[config.mk]
export PLATFORM = sky130hd
export DESIGN_NAME = rca_word_sequencer
export DESIGN_NICKNAME = d
export VERILOG_FILES = /design/src/rtl/rca_seq_pkg.sv /design/src/rtl/RCA_8bit.sv /design/src/rtl/rca_word_sequencer.sv
export SDC_FILE = /design/constraint.sdc
export NUM_CORES = 1
export LEC_CHECK = 0
export ABC_AREA = 1
export CAP_MARGIN = 20
export CORE_MARGIN = 1.5
export CORE_UTILIZATION = 47
export DETAILED_ROUTE_END_ITERATION = 12
export PLACE_DENSITY = 0.91
export SYNTH_ARGS = -nofsm -noshare
export SYNTH_HDL_FRONTEND = slang
export SYNTH_SLANG_ARGS = --single-unit
[constraint.sdc]
create_clock -name clk -period 4.8 [get_ports clk]
set_input_delay 0.48 -clock clk [delete_from_list [all_inputs] [get_ports clk]]
set_output_delay 0.48 -clock clk [all_outputs]
set_load 0.1 [all_outputs]
[src/rtl/rca_seq_pkg.sv]
// Shared types and constants for the byte-serial word adder.
package rca_seq_pkg;
  typedef enum logic [1:0] {IDLE, ADD, DONE} state_e;
  localparam int   BYTE_W   = 8;
  localparam logic REQ_ID_0 = 1'b0;
  localparam logic REQ_ID_1 = 1'b1;
endpackage

[src/rtl/RCA_8bit.sv]
// 8-bit ripple-carry adder slice used by the word sequencer.
module RCA_8bit (
  output logic [7:0] sum,
  output logic       C_out,
  input  logic [7:0] A_in,
  input  logic [7:0] B_in,
  input  logic       C_in
);
  logic [8:0] c;

  assign c[0] = C_in;
  for (genvar i = 0; i < 8; i++) begin : g_fa
    assign sum[i]   = A_in[i] ^ B_in[i] ^ c[i];
    assign c[i+1]   = (A_in[i] & B_in[i]) | (c[i] & (A_in[i] ^ B_in[i]));
  end
  assign C_out = c[8];
endmodule

[src/rtl/rca_word_sequencer.sv]
// Two-requester W-bit adder that streams one byte per cycle through a shared RCA_8bit.
// Optional signed-overflow output enabled by macro RCA_SEQ_OVF_EN.
module rca_word_sequencer
  import rca_seq_pkg::*;
#(
  parameter int NBYTES = 4,
  parameter int W      = BYTE_W * NBYTES
) (
  input  logic         clk,
  input  logic         rst_n,
  input  logic         req0_valid,
  output logic         req0_ready,
  input  logic [W-1:0] req0_a,
  input  logic [W-1:0] req0_b,
  input  logic         req0_cin,
  input  logic         req1_valid,
  output logic         req1_ready,
  input  logic [W-1:0] req1_a,
  input  logic [W-1:0] req1_b,
  input  logic         req1_cin,
  output logic         rsp_valid,
  input  logic         rsp_ready,
  output logic         rsp_id,
  output logic [W-1:0] rsp_sum,
  output logic         rsp_cout
`ifdef RCA_SEQ_OVF_EN
  ,
  output logic         rsp_ovf
`endif
);
  localparam int IDX_W = (NBYTES > 1) ? $clog2(NBYTES) : 1;
  localparam logic [IDX_W-1:0] LAST_IDX = IDX_W'(NBYTES - 1);

  state_e           state_q, state_d;
  logic [IDX_W-1:0] idx_q, idx_d;
  logic [W-1:0]     a_q, a_d, b_q, b_d, sum_q, sum_d;
  logic             carry_q, carry_d, cout_q, cout_d;
  logic             id_q, id_d, ptr_q, ptr_d;
`ifdef RCA_SEQ_OVF_EN
  logic             ovf_q, ovf_d;
`endif

  logic [BYTE_W-1:0] rca_a, rca_b, rca_s;
  logic              rca_co;
  logic              gnt0, gnt1, accept, hshake, last_byte;

  assign rca_a     = a_q[BYTE_W*idx_q +: BYTE_W];
  assign rca_b     = b_q[BYTE_W*idx_q +: BYTE_W];
  assign last_byte = (idx_q == LAST_IDX);

  RCA_8bit u_rca (
    .sum   (rca_s),
    .C_out (rca_co),
    .A_in  (rca_a),
    .B_in  (rca_b),
    .C_in  (carry_q)
  );

  // Pointer only matters on contention; a lone requester always wins.
  assign gnt0 = req0_valid && (!req1_valid || ptr_q == REQ_ID_0);
  assign gnt1 = req1_valid && (!req0_valid || ptr_q == REQ_ID_1);

  always_ff @(posedge clk) begin
    if (!rst_n) state_q <= IDLE;
    else        state_q <= state_d;
  end

  always_comb begin
    state_d = state_q;
    case (state_q)
      IDLE:    if (accept)    state_d = ADD;
      ADD:     if (last_byte) state_d = DONE;
      DONE:    if (hshake)    state_d = IDLE;
      default: state_d = IDLE;
    endcase
  end

  always_comb begin
    req0_ready = (state_q == IDLE) && gnt0;
    req1_ready = (state_q == IDLE) && gnt1;
    rsp_valid  = (state_q == DONE);
  end

  assign accept = req0_ready || req1_ready;
  assign hshake = rsp_valid && rsp_ready;

  always_comb begin
    a_d     = a_q;
    b_d     = b_q;
    sum_d   = sum_q;
    carry_d = carry_q;
    cout_d  = cout_q;
    idx_d   = idx_q;
    id_d    = id_q;
    ptr_d   = ptr_q;
`ifdef RCA_SEQ_OVF_EN
    ovf_d   = ovf_q;
`endif
    if (accept) begin
      a_d     = req1_ready ? req1_a   : req0_a;
      b_d     = req1_ready ? req1_b   : req0_b;
      carry_d = req1_ready ? req1_cin : req0_cin;
      id_d    = req1_ready ? REQ_ID_1 : REQ_ID_0;
      idx_d   = '0;
    end
    if (state_q == ADD) begin
      sum_d[BYTE_W*idx_q +: BYTE_W] = rca_s;
      carry_d = rca_co;
      idx_d   = idx_q + 1'b1;
      if (last_byte) begin
        cout_d = rca_co;
`ifdef RCA_SEQ_OVF_EN
        // Top byte's sum MSB is the final result sign bit.
        ovf_d  = (a_q[W-1] == b_q[W-1]) && (rca_s[BYTE_W-1] != a_q[W-1]);
`endif
      end
    end
    if (hshake) ptr_d = ~id_q;
  end

  always_ff @(posedge clk) begin
    if (!rst_n) begin
      a_q     <= '0;
      b_q     <= '0;
      sum_q   <= '0;
      carry_q <= 1'b0;
      cout_q  <= 1'b0;
      idx_q   <= '0;
      id_q    <= 1'b0;
      ptr_q   <= 1'b0;
`ifdef RCA_SEQ_OVF_EN
      ovf_q   <= 1'b0;
`endif
    end else begin
      a_q     <= a_d;
      b_q     <= b_d;
      sum_q   <= sum_d;
      carry_q <= carry_d;
      cout_q  <= cout_d;
      idx_q   <= idx_d;
      id_q    <= id_d;
      ptr_q   <= ptr_d;
`ifdef RCA_SEQ_OVF_EN
      ovf_q   <= ovf_d;
`endif
    end
  end

  assign rsp_sum  = sum_q;
  assign rsp_cout = cout_q;
  assign rsp_id   = id_q;
`ifdef RCA_SEQ_OVF_EN
  assign rsp_ovf  = ovf_q;
`endif
endmodule

* After elaboration in Yosys (flattened, before gate mapping)
Cells that the tools add are included.
** Storage, ports and cells
- Register bits after elaboration :: 104
- Bits of input ports :: 135
- Output and inout port bits :: 37
- Logic and storage cells :: 90
** Cells by class
- Add/sub/neg operators :: 2
- Eq/ne operators :: 6
- Shifts and indexed selects :: 4
- Mux-type cells :: 13
- Bitwise operators :: 42
- Reductions and logical operators :: 14
** Operators by type and width (number)
- 32-bit 2-to-1 mux :: 2
- 32-bit by 6-bit indexed part select with 8-bit output :: 2
- 5-bit negation with 34-bit output :: 1
- 8-bit by 34-bit variable shift with 32-bit output (first input constant) :: 1
- 8-bit by 34-bit indexed part select with 32-bit output :: 1
- 32-bit bitwise mux :: 1
- 1-bit bitwise AND :: 16
- 1-bit XOR :: 16
- 2-bit 2-to-1 mux :: 5
- 1-bit bitwise OR :: 8
- 2-bit one-hot mux with 3 select lines :: 1
- 1-bit logical AND :: 5
- 2-bit equality test (second input constant) :: 2
- 1-bit 2-to-1 mux :: 4
- 2-bit inequality test (second input constant) :: 2
- 1-bit logical OR :: 3
- 3-bit AND reduction :: 1
- 2-bit by 1-bit adder with 2-bit output (second input constant) :: 1
- 2-bit by 1-bit equality test with 1-bit output (second input constant) :: 1
- 1-bit logical NOT :: 2
- 2-bit logical NOT :: 1
- 2-bit by 1-bit inequality test with 1-bit output (second input constant) :: 1
- 1-bit NOT :: 2
- 2-bit AND reduction :: 1
- 2-bit nonzero test :: 1

* Logic depth before layout (Yosys ltp)
- Depth after elaboration :: 19
- Depth in mapped cells :: 20
- Depth with buffers taken out :: 18

* By module
Synthesis repeated with hierarchy kept, for this count alone.
** Second synthesis, totals
- Cell total of the unflattened synthesis :: 811
- Area total of the unflattened synthesis :: 5536.6 um^2
** By module, submodules not included
- rca_word_sequencer :: times used 1, cells an instance 793, area each 5338.9 um^2, seq. area each 2082.0 um^2
- RCA_8bit :: times used 1, cells an instance 18, area each 197.7 um^2, seq. area each 0.0 um^2

* Worst setup path after synthesis
Ideal clock, no wire load.
- Kind :: reg-to-reg
- Start point :: reg idx_q[0]
- End point :: reg sum_q[15] (netlist: rsp_sum[15])
- Setup time :: 0.071 ns
- Arrival :: 4.240 ns
- Required time :: 4.729 ns
- Slack :: 0.489 ns
- Cell stages (with the launch flop) :: 21
- Path buffers :: 2
- Clock period less this slack :: 4.311 ns
- Cell sequence :: dfxtp_1 > buf_2 > clkinv_1 > buf_2 > nand2_1 > a32o_1 > fa_1 > inv_1 > fa_1 > fa_1 > inv_1 > fa_1 > inv_1 > fa_1 > fa_1 > fa_1 > fa_1 > nand2_1 > nor2_1 > nand2_1 > a21oi_1
** On the way
- Word-level cells in the longest chain between the ends :: 19
- Elaborated cells between the ends (all ways) :: 43
- Those cells by class :: 1 x add/sub; 4 x shift; 1 x mux; 37 x bitwise
** RTL lines
- start: declaration :: line rca_word_sequencer.sv:35 : logic [IDX_W-1:0] idx_q, idx_d;
- start signal: assignment :: line rca_word_sequencer.sv:140 : idx_q <= idx_d;
- 32-bit by 6-bit indexed part select with 8-bit output (on tied branches) :: line rca_word_sequencer.sv:47, rca_word_sequencer.sv:48
- 1-bit XOR :: line RCA_8bit.sv:13, RCA_8bit.sv:14
- 1-bit bitwise AND :: line RCA_8bit.sv:14 : assign c[i+1] = (A_in[i] & B_in[i]) | (c[i] & (A_in[i] ^ B_in[i]));
- 1-bit bitwise OR :: line RCA_8bit.sv:14
- 1-bit bitwise AND :: line RCA_8bit.sv:14
- 1-bit bitwise OR :: line RCA_8bit.sv:14
- 1-bit bitwise AND :: line RCA_8bit.sv:14
- 1-bit bitwise OR :: line RCA_8bit.sv:14
- (+3 left out)
- 1-bit bitwise OR :: line RCA_8bit.sv:14
- 1-bit bitwise AND :: line RCA_8bit.sv:14
- 1-bit bitwise OR :: line RCA_8bit.sv:14
- 1-bit bitwise AND :: line RCA_8bit.sv:14
- 1-bit bitwise OR :: line RCA_8bit.sv:14
- 1-bit XOR :: line RCA_8bit.sv:13 : assign sum[i] = A_in[i] ^ B_in[i] ^ c[i];
- 8-bit by 34-bit indexed part select with 32-bit output :: line rca_word_sequencer.sv:107 : sum_d[BYTE_W*idx_q +: BYTE_W] = rca_s;
- 32-bit bitwise mux (*) :: line rca_word_sequencer.sv:107
- end signal: assignment :: line rca_word_sequencer.sv:137 : sum_q <= sum_d;
- end: declaration :: line rca_word_sequencer.sv:36 : logic [W-1:0] a_q, a_d, b_q, b_d, sum_q, sum_d;
Every way passes the cells marked *; elsewhere a longest branch is shown, timed or not.
A chain may end at the register's enable or synchronous reset.

* Worst setup path after layout
- Start point :: reg idx_q[1]
- End point :: reg sum_q[15] (netlist: rsp_sum[15])
Same word-level chain as after synthesis.

==> flow_summary.ini <==
[status]
status = complete, no violations

[yosys]
yosys.area.top_type = dfxtp_1
synth_top_area_share_pct = 39.4
syn_area_per_cell_um2 = 6.96
syn_nets = 907
synth_cell_type_count = 28
synthFlopType = dfxtp_1
yosys_warnings = 0
async_reset_ff_share_pct = 0
yosysMostFrequentCell = nand2_1
netlist_instances = 758
ys_ff_latch = 104
syn_area_um2 = 5280
synthTopCellsByArea = dfxtp_1 (39%), o21ai_0 (10%), a21oi_1 (9.9%)
yosysSeqAreaShare_pct = 39.4
synth_edf_count = 0
synth_common_cells = nand2_1 (133), o21ai_0 (105), a21oi_1 (104), dfxtp_1 (104), inv_1 (84)

[clock_network]
numCtsBuffers = 9
ctsHoldBuffers = 0
clock_sinks = 104
clock_latency_ps = 370
cts.repair.resized = 0
cts_max_path_buffers = 2
cts_root_buf = clkbuf_8
cts_setup_buffers = 0
cts_htree_levels = 3
path_clk_slew_ps = 90
cts_tree = yes

[drt]
dr.first_iter.drc_count = 481
drt-total-wl_mm = 14.4
firstDrtPassIters = 6
ant_nets = 0
detail_route.wl_per_cell_um = 13.8
drc_errors = 0
avgViaCountPerCell = 5.26
vias = 5480

[power_and_ir_drop]
power_per_cell_area_nw_per_um2 = 296
p_leak_nw = 2.87
total_power_mw = 2.12
irDropWorstVdd_mv = 0.179

[cells_and_area]
finalNetCount = 1046
fill_cells = 886
layout.cells.non_filler = 1041
fin_area_um2 = 7160
drive_gt1_share_pct = 4.11
antenna_cells = 0
fin_util_pct = 65.8
syn2layout_area_growth_pct = 35.6

[global_routing]
grt_remaining_overflow = 0
antenna_found_initial = 0
grt_pass1_vias = 4878
grtUsageTotal_pct = 24.6
grt_start_max_net_pins = 85
grt_pass1_wl_mm = 22.8

[setup_path]
r2r_slack_ps = 390
worstPathArrival_ps = 4720
crit_type = register to register
start_kind = register
critPathCaptureType = register
path_max_fanout = 16
ff2ff_path_depth = 18
worstSetupStartpoint = idx_q[1]
crit_required_ps = 5100
rr_endpoint = rsp_sum[15]
rr_startpoint = idx_q[1]
cp-endpoint = rsp_sum[15]

[placement]
hpwl_mm = 10.5
port_buffers = 171
gp_congestion = 0.904
place_inst = 1025
place_area_um2 = 6950

[floorplan]
chipHeight_um = 109
initial_core_util_pct = 48.5
pin_count = 172
die_x_um = 109
core.rowCount = 38
dieArea_um2 = 11900
core_um2 = 10900

[sta]
fmax_mhz = 227
tightest_slew_ps = 1010
maxSlewViolCount = 0
hold_violations = 0
rsz0062_at_grt = no
period_needed_ps = 4410
skew_ps = 9.17
finalCritPeriodShare_pct = 91.9
setup_tns_ps = 0
relSlewSlack_pct = 32.7
setup_viol = 0

[run]
max-cap-violations = 0

[min_path]
hp-class = register to register
whs_path_depth = 2
==> worst min-delay path by stage <==
stage               to    start  slack [ps]
6_report       a_q[17]  a_q[17]         470
2_1_floorplan  a_q[12]  a_q[12]         440
4_1_cts        b_q[17]  b_q[17]         470
3_3_place_gp    b_q[0]   b_q[0]         450
5_1_grt        a_q[17]  a_q[17]         480
3_5_place_dp   b_q[17]  b_q[17]         450
==> critical path, cell delays in order, from the launching register on <==
cell,delay [ps]
dfxtp_1,340
inv_1,210
a21oi_1,210
a32o_1,170
fa_1,170
inv_1,50
fa_1,390
fa_1,370
inv_1,70
fa_1,160
inv_1,50
fa_1,380
fa_1,400
fa_1,410
fa_1,510
nand2_1,70
nor2_1,130
nand2_1,70
a21oi_1,170
==> where the power goes <==
part | switching (mW) | internal, mW
Combinational | 0.371 | 0.242
Sequential | 0.0443 | 0.929
Clock | 0.284 | 0.252
Total | 0.699 | 1.42
==> final cells by class <==
cell class	count	area (µm²)	area share (%)
Clock inverter	3	42.5	0.594
Multi-Input combinational cell	513	2590	36.2
Sequential cell	104	2080	29.1
Inverter	89	335	4.68
Timing Repair Buffer	180	1790	25.0
Clock buffer	12	145	2.03
Tap cell	140	175	2.45
==> flip-flops by register name (all words and copies together), names as in the netlist <==
signal,count
a_q,32
state_q,2
ptr_q,1
b_q,32
carry_q,1
idx_q,2
rsp_sum,32
rsp_id,1
rsp_cout,1
==> placed cells by master, fill, tap and decap left out, types with 9 or more instances in the layout <==
| cell | netlist | layout |
|---|---|---|
| a21oi_1 | 104 | 104 |
| buf_4 | 4 | 9 |
| clkbuf_8 | 0 | 10 |
| clkdlybuf4s50_1 | 0 | 170 |
| dfxtp_1 | 104 | 104 |
| inv_1 | 84 | 84 |
| nand2_1 | 133 | 133 |
| nand3_1 | 15 | 15 |
| nor2_1 | 50 | 50 |
| o21ai_0 | 105 | 105 |
| o21ai_1 | 62 | 62 |
| o22ai_1 | 12 | 12 |
==> kinds of logic (layout without fill, tap and decap cells) <==
family                     after synthesis  in the layout  synth area share [%]
adders and majority gates               14             14                  4.46
and+or+nand+nor                        210            210                  16.5
AOI/OAI and AO/OA                      289            289                  28.2
DFF                                    104            104                  39.4
buffers and inverters                  141            284                  11.5
==> layer usage <==
layer / up-vias / track usage (%) / part of all wire [%]
li1: 2773 / - / -
met1: 2433 / 32.8 / 44
met2: 255 / 39.8 / 48
met3: 19 / 5.80 / 6.8
met4: 0 / 6.39 / 1.7
met5: - / 0 / 0
==> stage by stage <==
| step | worst slack (ps) | hold WS (ps) |
|---|---|---|
| after detailed placement | 483 | 454 |
| after global placement | 574 | 453 |
| after global routing | 160 | 481 |
| after CTS | 426 | 467 |
| after floorplan | 489 | 440 |
| final | 388 | 467 |
(Power assumes the default switching activity.)
